File: src/rtl/keypad_emulator.sv
// keypad_emulator: emulates one closed key of a 4x4 active-low matrix keypad.
// A valid/ready command schedules press -> hold -> release -> gap, and the
// selected row line is pulled low only while the contact is closed and the
// scanner drives that key's column.
// Optional feature macro: KEYEMU_BOUNCE_EN adds LFSR contact bounce windows
// on both edges. Without it the contact is a clean step.
module keypad_emulator #(
    parameter int BOUNCE_CYCLES = 64,
    parameter int GAP_CYCLES    = 16,
    parameter int HOLD_W        = 24
) (
    input  logic              clk,
    input  logic              rst,
    input  logic [3:0]        columnas,
    output logic [3:0]        filas,
    input  logic              cmd_valid,
    output logic              cmd_ready,
    input  logic [1:0]        cmd_fila,
    input  logic [1:0]        cmd_col,
    input  logic [HOLD_W-1:0] cmd_hold,
    input  logic              cmd_abort,
    output logic              busy,
    output logic              done,
    output logic              contact
);

    // One shared counter, wide enough for every state's limit.
    localparam int BW    = $clog2(BOUNCE_CYCLES + 1);
    localparam int GW    = $clog2(GAP_CYCLES + 1);
    localparam int CW1   = (HOLD_W > BW) ? HOLD_W : BW;
    localparam int CNT_W = (CW1 > GW) ? CW1 : GW;

    localparam logic [CNT_W-1:0] GAP_LAST = CNT_W'(GAP_CYCLES - 1);

    typedef enum logic [2:0] {
        IDLE,
        PRESS_BOUNCE,
        HOLD,
        REL_BOUNCE,
        GAP
    } state_t;

`ifdef KEYEMU_BOUNCE_EN
    localparam logic [CNT_W-1:0] BNC_LAST = CNT_W'(BOUNCE_CYCLES - 1);
    localparam state_t AFTER_ACCEPT = PRESS_BOUNCE;
    localparam state_t AFTER_HOLD   = REL_BOUNCE;

    // Fibonacci LFSR, x^8 + x^6 + x^5 + x^4 + 1, shifting toward the MSB.
    function automatic logic [7:0] lfsr_next(input logic [7:0] v);
        return {v[6:0], v[7] ^ v[5] ^ v[4] ^ v[3]};
    endfunction

    logic [7:0] lfsr;
`else
    localparam state_t AFTER_ACCEPT = HOLD;
    localparam state_t AFTER_HOLD   = GAP;
`endif

    state_t            state;
    logic [CNT_W-1:0]  cnt;
    logic [1:0]        fila_q;
    logic [1:0]        col_q;
    logic [HOLD_W-1:0] hold_q;
    logic [CNT_W-1:0]  hold_last;
    logic              accept;

    assign accept    = cmd_valid && cmd_ready;
    assign hold_last = CNT_W'(hold_q) - CNT_W'(1);

    // Command fields captured on acceptance; a zero hold is promoted to one cycle.
    always_ff @(posedge clk) begin
        if (accept) begin
            fila_q <= cmd_fila;
            col_q  <= cmd_col;
            hold_q <= (cmd_hold == '0) ? HOLD_W'(1) : cmd_hold;
        end
    end

    // Sequencer: state, counter, LFSR and all registered status outputs.
    always_ff @(posedge clk or negedge rst) begin
        if (!rst) begin
            state     <= IDLE;
            cnt       <= '0;
            busy      <= 1'b0;
            done      <= 1'b0;
            cmd_ready <= 1'b0;
            contact   <= 1'b0;
`ifdef KEYEMU_BOUNCE_EN
            lfsr      <= 8'hA5;
`endif
        end else begin
            done <= 1'b0;
`ifdef KEYEMU_BOUNCE_EN
            contact <= (state == HOLD) ||
                       (((state == PRESS_BOUNCE) || (state == REL_BOUNCE)) && lfsr[0]);
`else
            contact <= (state == HOLD);
`endif
            case (state)
                IDLE: begin
                    // Abort is ignored here, so an accept always wins.
                    cmd_ready <= !accept;
                    busy      <= accept;
                    if (accept) begin
                        state <= AFTER_ACCEPT;
                        cnt   <= '0;
                    end
                end
`ifdef KEYEMU_BOUNCE_EN
                PRESS_BOUNCE: begin
                    lfsr <= lfsr_next(lfsr);
                    if (cmd_abort) begin
                        state <= REL_BOUNCE;
                        cnt   <= '0;
                    end else if (cnt == BNC_LAST) begin
                        state <= HOLD;
                        cnt   <= '0;
                    end else begin
                        cnt <= cnt + CNT_W'(1);
                    end
                end
                REL_BOUNCE: begin
                    lfsr <= lfsr_next(lfsr);
                    if (cnt == BNC_LAST) begin
                        state <= GAP;
                        cnt   <= '0;
                    end else begin
                        cnt <= cnt + CNT_W'(1);
                    end
                end
`endif
                HOLD: begin
                    if (cmd_abort || (cnt == hold_last)) begin
                        state <= AFTER_HOLD;
                        cnt   <= '0;
                    end else begin
                        cnt <= cnt + CNT_W'(1);
                    end
                end
                GAP: begin
                    if (cnt == GAP_LAST) begin
                        state     <= IDLE;
                        cnt       <= '0;
                        done      <= 1'b1;
                        busy      <= 1'b0;
                        cmd_ready <= 1'b1;
                    end else begin
                        cnt <= cnt + CNT_W'(1);
                    end
                end
                default: begin
                    state     <= IDLE;
                    cnt       <= '0;
                    busy      <= 1'b0;
                    cmd_ready <= 1'b0;
                end
            endcase
        end
    end

    // Row drive: only the latched row goes low, and only while its column is scanned.
    always_comb begin
        filas = 4'b1111;
        if (contact && !columnas[col_q]) begin
            filas[fila_q] = 1'b0;
        end
    end

endmodule

File: config.mk
export PLATFORM = sky130hd
export DESIGN_NAME = keypad_emulator
export DESIGN_NICKNAME = d
export VERILOG_FILES = /design/src/rtl/keypad_emulator.sv
export SDC_FILE = /design/constraint.sdc
export NUM_CORES = 1
export LEC_CHECK = 0
export CORE_MARGIN = 2
export CORE_UTILIZATION = 30
export DETAILED_ROUTE_END_ITERATION = 12
export GPL_TIMING_DRIVEN = 0
export PLACE_DENSITY = 0.48
export REMOVE_ABC_BUFFERS = 1
export SLEW_MARGIN = 20
export SYNTH_ARGS = -nofsm -noshare
export SYNTH_HDL_FRONTEND = slang
export SYNTH_SLANG_ARGS = --single-unit
File: constraint.sdc
create_clock -name clk -period 7.1 [get_ports clk]
set_clock_uncertainty 0.15 [all_clocks]
set_input_delay 0.71 -clock clk [delete_from_list [all_inputs] [get_ports clk]]
set_output_delay 0.71 -clock clk [all_outputs]
set_load 0.02 [all_outputs]
==> impl_metrics.yaml, run 1 <==
layout:
  final_cell_area_um2: 4490
  diodes: 0
  final_cell_mix: "clkdlybuf4s50_1, nand2_1, dfrtp_1"
  final_common_cell: "clkdlybuf4s50_1"
  final_layout_size_suffix_gt1_share_pct: 9.16
  area_growth_pct: 21.1
  finalNetCount: 451
pwr:
  powerDensity_nw_per_um2: 270
  p_leak_uw: 0.00151
  peakVddDrop_mv: 0.118
timing:
  slew_violations: 0
  slew_headroom_pct: 47.9
  hold_viol_final: 0
  setup_viol: 0
  layout_setup_ws_ns: 3.01
  rsz0062_at_grt: "false"
  period_minus_slack_ns: 4.09
  fin_crit_sh_pct: 57.5
  worst_pin_slew_ns: 0.773
  max_freq_ghz: 0.245
  fin_setup_tns_ns: 0
global_routing:
  met3_usage_pct: 4.01
  grtUsageTotal_pct: 14.6
  busiest_layer: "met2"
  first_global_vias: 2808
  antenna_found_initial: 0
  overflow: 0
  met1_usage_pct: 19.8
  grt_max_degree: 32
  grt_pass1_wl_um: 14800
  met2_usage_pct: 22.6
floorplanning:
  placementRows: 40
  die_w_um: 115
  die_y_um: 115
  boundaryPins: 44
  die-area_um2: 13300
  coreArea_um2: 12100
  initial_core_util_pct: 30.8
synthesis:
  synth_edf_count: 28
  syn_area_per_cell_um2: 9.40
  muxShareOfSynthArea_pct: 2.53
  synthFlopType: "dfrtp_1"
  async_flop_share_pct: 51.7
  synthXorXnorAreaFrac_pct: 7.45
  ys_seq_area_share_pct: 42.9
  netlist_instances: 395
  synthSimpleGateAreaFrac_pct: 25.2
  synth_cell_types: 66
  synth_top_family_by_area: "simple AND/OR/NAND/NOR gates"
  synth-compound-area-share_pct: 13.2
  yosys_warnings: 0
  ys_seq_elements: 58
  synthAdderAreaFrac_pct: 1.69
  syn_area_um2: 3710
place:
  hpwl_um: 6670
  post_dp_cell_area_um2: 4200
  io_buffer_count: 43
  gp_congestion: 0.748
  pre_cts_ws_ns: 2.48
critical_path:
  cpMaxStageDelayCell: "nand4_1"
  start_kind: "flop"
  path_cells: "nor4_1 > nand4_1 > o21ai_0 > o211ai_1 > nor4b_2 > nand4_1 > buf_6 > nand3_1 > o22ai_1"
  worstPathArrival_ns: 4.12
  criticalPathCategory: "reg -> reg"
  required_ns: 7.13
  path_max_fanout: 14
  cp_num_buf_inv: 1
  worstSetupEndpointType: "flop"
  crit_family: "simple AND/OR/NAND/NOR gates"
  path_common_cell: "nand4_1"
  slowest_delay_ns: 0.54
detailed_routing:
  post_drt_wl_per_cell_um: 15.9
  ant_nets: 0
  drtPass1Iterations: 4
  vias: 2985
  wirelength_um: 9290
  vias_per_cell: 5.12
  drt_iter0_drc: 137
  drc: 0
clock_tree:
  cts_buffers: 9
  cts_setup_buffers: 0
  htree_levels: 3
  cts_tree: "yes"
  cts_hold_buf: 0
  cts.clk_slew.worst_paths_ns: 0.06
  cts-resized-gates: 0
  insertion_delay_ns: 0.33
  cts_sinks: 58
  clockBufferDepth: 2
  clockRootBuffer: "clkbuf_16"
status:
  status: "complete, no violations"
flow_run:
  maxCapViolCount: 0
hold_path:
  hp-class: "in -> async"
[per-layer routing]
metal,wire length [um],vias to the layer above
met2,4210,85
li1,-,1470
met4,88,0
met1,4460,1423
met3,534,7
met5,0,-
[cell usage after synthesis, drive strengths merged, types with 6 or more instances]
library cell  count  area share [%]
a21oi             7             1.0
a31oi            12             2.4
and3              7             1.2
buf               7             1.4
clkbuf           34             3.4
dfrtp            30              20
edfxtp           28              23
inv              22             2.2
mux2i             6             1.6
nand2            36             3.8
nand2b            6             1.0
nand3            18             2.8
nand4            11             1.9
nor2             22             2.2
nor3             14             2.2
nor4             16             3.1
o21ai            16             2.2
o22ai            11             1.9
or3               9             1.8
or4               8             1.8
xnor2            18             4.2
xor2             11             2.6
[per-stage QoR]
step	hold slack, ns	cells	utilization, %	power [uW]
2_1_floorplan	0.264	354	-	667
3_3_place_gp	0.364	565	34.6	786
3_5_place_dp	0.368	566	34.8	791
4_1_cts	0.115	582	37.2	1230
5_1_grt	0.120	583	37.3	1280
6_report	0.113	583	37.3	1210
[report_power, final]
| part | switching [uW] | total [uW] | internal [uW] | leakage [uW] |
|---|---|---|---|---|
| clock network | 161 | 429 | 268 | 0.000134 |
| logic | 201 | 328 | 127 | 0.000704 |
| registers | 45.6 | 455 | 409 | 0.000676 |
[cell families after synthesis]
kind of cell | after synthesis
and+or+nand+nor | 163
AOI/OAI and AO/OA | 68
buffers and inverters | 63
DFF | 58
xor gates and xnor gates | 30
muxes | 8
adders and majority gates | 5
[state kept, by name, summed over array words and instances (netlist names)]
name / count
busy: 1
cmd_ready: 1
state: 2
col_q: 2
hold_q: 24
cnt: 24
fila_q: 2
contact: 1
done: 1
[area by class of cell]
type                       count  area [um^2]
clock buffer                  10          229
timing repair buffer          45          464
multi-input combinational    274         1860
clock inverter                 6         57.6
tap                          168          210
sequential                    58         1590
inverter                      22         82.6
fill                        1227         7570
[path summary, 6_finish.rpt]
| check | startpoint | endpoint | slack, ns | depth (start not counted) |
|---|---|---|---|---|
| worst min-delay path | rst | cmd_ready | 0.11 | 1 |
| min in group clk | cmd_ready | cmd_ready | 0.38 | 1 |
| worst max-delay path | cnt[16] | cnt[18] | 3.01 | 9 |
| worst max register to register | cnt[16] | cnt[18] | 3.01 | 9 |
| max in group asynchronous | rst | cnt[6] | 6.28 | 2 |
| worst min register to register | cmd_ready | cmd_ready | 0.38 | 1 |
Note: power is estimated with default switching activity, not from simulation.
==> inputs of run 2 (changes only) <==
==> constraint.sdc (replaced) <==
create_clock -name clk -period 4.23 [get_ports clk]
set_clock_uncertainty 0.15 [all_clocks]
set_input_delay 0.423 -clock clk [delete_from_list [all_inputs] [get_ports clk]]
set_output_delay 0.423 -clock clk [all_outputs]
set_load 0.02 [all_outputs]
==> run 2 against run 1 <==
Register-to-register slack worse by 2.4 ns. Sequential share of layout area fell by 0.31 points. Non-clock buffer count is 4 higher. First-iteration DRC count increased by 16%. Largest power group unchanged.
==> impl_metrics.yaml, run 2 (synthesized netlist as in run 1, its figures left out) <==
detailed_routing:
  drtPass1Iterations: 4
  drc: 0
  drt_iter0_drc: 159
  ant_nets: 0
  vias_per_cell: 5.15
  vias: 3028
  post_drt_wl_per_cell_um: 16.2
  wirelength_um: 9550
layout:
  area_growth_pct: 22.1
  final_layout_size_suffix_gt1_share_pct: 10.0
  final_common_cell: "clkdlybuf4s50_1"
  finalNetCount: 456
  diodes: 0
  final_cell_mix: "clkdlybuf4s50_1, nand2_1, dfrtp_1"
  largestRegisters: "cnt (24), hold_q (24)"
  final_cells: 588
clock_tree:
  cts.clk_slew.worst_paths_ns: 0.06
  cts_tree: "yes"
  cts_buffers: 9
  cts_sinks: 58
  clockBufferDepth: 2
  insertion_delay_ns: 0.34
  htree_levels: 3
  clockRootBuffer: "clkbuf_16"
critical_path:
  r2r-end: "cnt[12]"
  path_max_fanout: 10
  slowest_delay_ns: 0.54
  required_ns: 4.29
  path_cells: "nor4_1 > nand4_1 > o21ai_0 > o211ai_1 > nor4b_2 > nand4_1 > a31oi_1 > o22ai_1"
  path_common_cell: "nand4_1"
  worstSetupEndpointType: "flop"
  cpMaxStageDelayCell: "o21ai_0"
  r2r_start: "cnt[16]"
  criticalPathCategory: "reg -> reg"
  start_kind: "flop"
  r2r_setup_slack_ns: 0.66
  r2r_cells: 8
  worstPathArrival_ns: 3.63
floorplanning:
  coreArea_um2: 12100
  die_w_um: 115
  die-area_um2: 13300
  die_y_um: 115
  placementRows: 40
  initial_core_util_pct: 30.8
  boundaryPins: 44
timing:
  slew_headroom_pct: 48.8
  worst_pin_slew_ns: 0.760
  rsz0062_at_grt: "false"
  max_freq_ghz: 0.280
  period_minus_slack_ns: 3.57
  fin_crit_sh_pct: 84.4
  hold_viol_final: 0
  setup_viol: 0
  slew_violations: 0
flow_run:
  maxCapViolCount: 0
global_routing:
  first_global_vias: 2850
  antenna_found_initial: 0
  overflow: 0
  grt_max_degree: 32
  grtUsageTotal_pct: 15.1
  grt_pass1_wl_um: 15200
pwr:
  powerDensity_nw_per_um2: 451
  peakVddDrop_mv: 0.199
  p_leak_uw: 0.00153
  power_uw: 2050
place:
  hpwl_um: 6670
  io_buffer_count: 43
  dp_cells: 566
  gp_congestion: 0.748
status:
  status: "complete, no violations"
hold_path:
  hp-class: "in -> async"
-- run 2: changes by cell type in the layout (fill, tap and decap cells not counted) --
cell,previous run,this run
buf_4,0,4
nand3_2,3,4
nand3_1,15,14
buf_6,1,0
dlygate4sd3_1,0,1
nand4_1,11,12
-- run 2: repair_timing --
| action | in CTS | in global routing |
|---|---|---|
| cloned | 1 | 0 |
| hold endpoints to repair | 9 | 0 |
| setup endpoints to repair | 14 | 13 |
| hold buffers | 1 | 0 |
| setup buffers | 0 | 4 |
| pin swaps | 1 | 1 |
| gates resized for setup | 1 | 0 |
-- run 2: layout make-up --
type	count	area (um^2)
Fill cell	1224	7530
Multi-Input combinational cell	275	1870
Sequential cell	58	1590
Timing Repair Buffer	49	493
Clock buffer	10	229
Tap cell	168	210
Inverter	22	82.6
Clock inverter	6	57.6
-- run 2: how the worst max path moves through the flow --
| stage | startpoint | endpoint | slack, ns | depth (start not counted) |
|---|---|---|---|---|
| 4_1_cts | cnt[20] | cnt[18] | 0.13 | 8 |
| 6_report | cnt[16] | cnt[12] | 0.66 | 8 |
| 5_1_grt | cnt[20] | cnt[6] | 0.42 | 8 |
| 2_1_floorplan | hold_q[10] | cnt[21] | 0.71 | 8 |
| 3_3_place_gp | cnt[20] | cnt[18] | -0.35 | 8 |
| 3_5_place_dp | cnt[20] | cnt[18] | -0.39 | 8 |
-- run 2: power breakdown --
part	total, uW	internal (uW)	switching [uW]
sequential	764	687	77.3
combinational	554	214	340
clock	727	451	277
total	2050	1350	694
-- run 2: per-stage QoR --
stage | util, % | setup TNS, ns | instance area, um^2 | setup slack (ns) | hold WS (ns)
finish | 37.6 | 0 | 4530 | 0.659 | 0.353
global route | 37.6 | 0 | 4530 | 0.423 | 0.400
detailed placement | 34.8 | -4.90 | 4200 | -0.388 | 0.184
CTS | 37.3 | 0 | 4500 | 0.133 | 0.365
global placement | 34.6 | -4.30 | 4170 | -0.352 | 0.364
floorplan | - | 0 | 3530 | 0.712 | -0.0226
-- run 2: critical path, delay by kind of cell, from the launching register on --
| family | cells | cell delay [ns] |
|---|---|---|
| AND/OR/NAND/NOR | 4 | 1.59 |
| AO/OA/AOI/OAI | 4 | 1.19 |
| flip-flops | 1 | 0.51 |
-- run 2: routing by layer --
metal	vias to the layer above	routed length, um	track usage (%)	share of wire, %
met5	-	0	0	0
met4	0	151	6.02	1.6
met3	10	566	3.48	5.9
met2	83	4230	23.3	44
met1	1456	4600	20.6	48
li1	1479	-	-	-
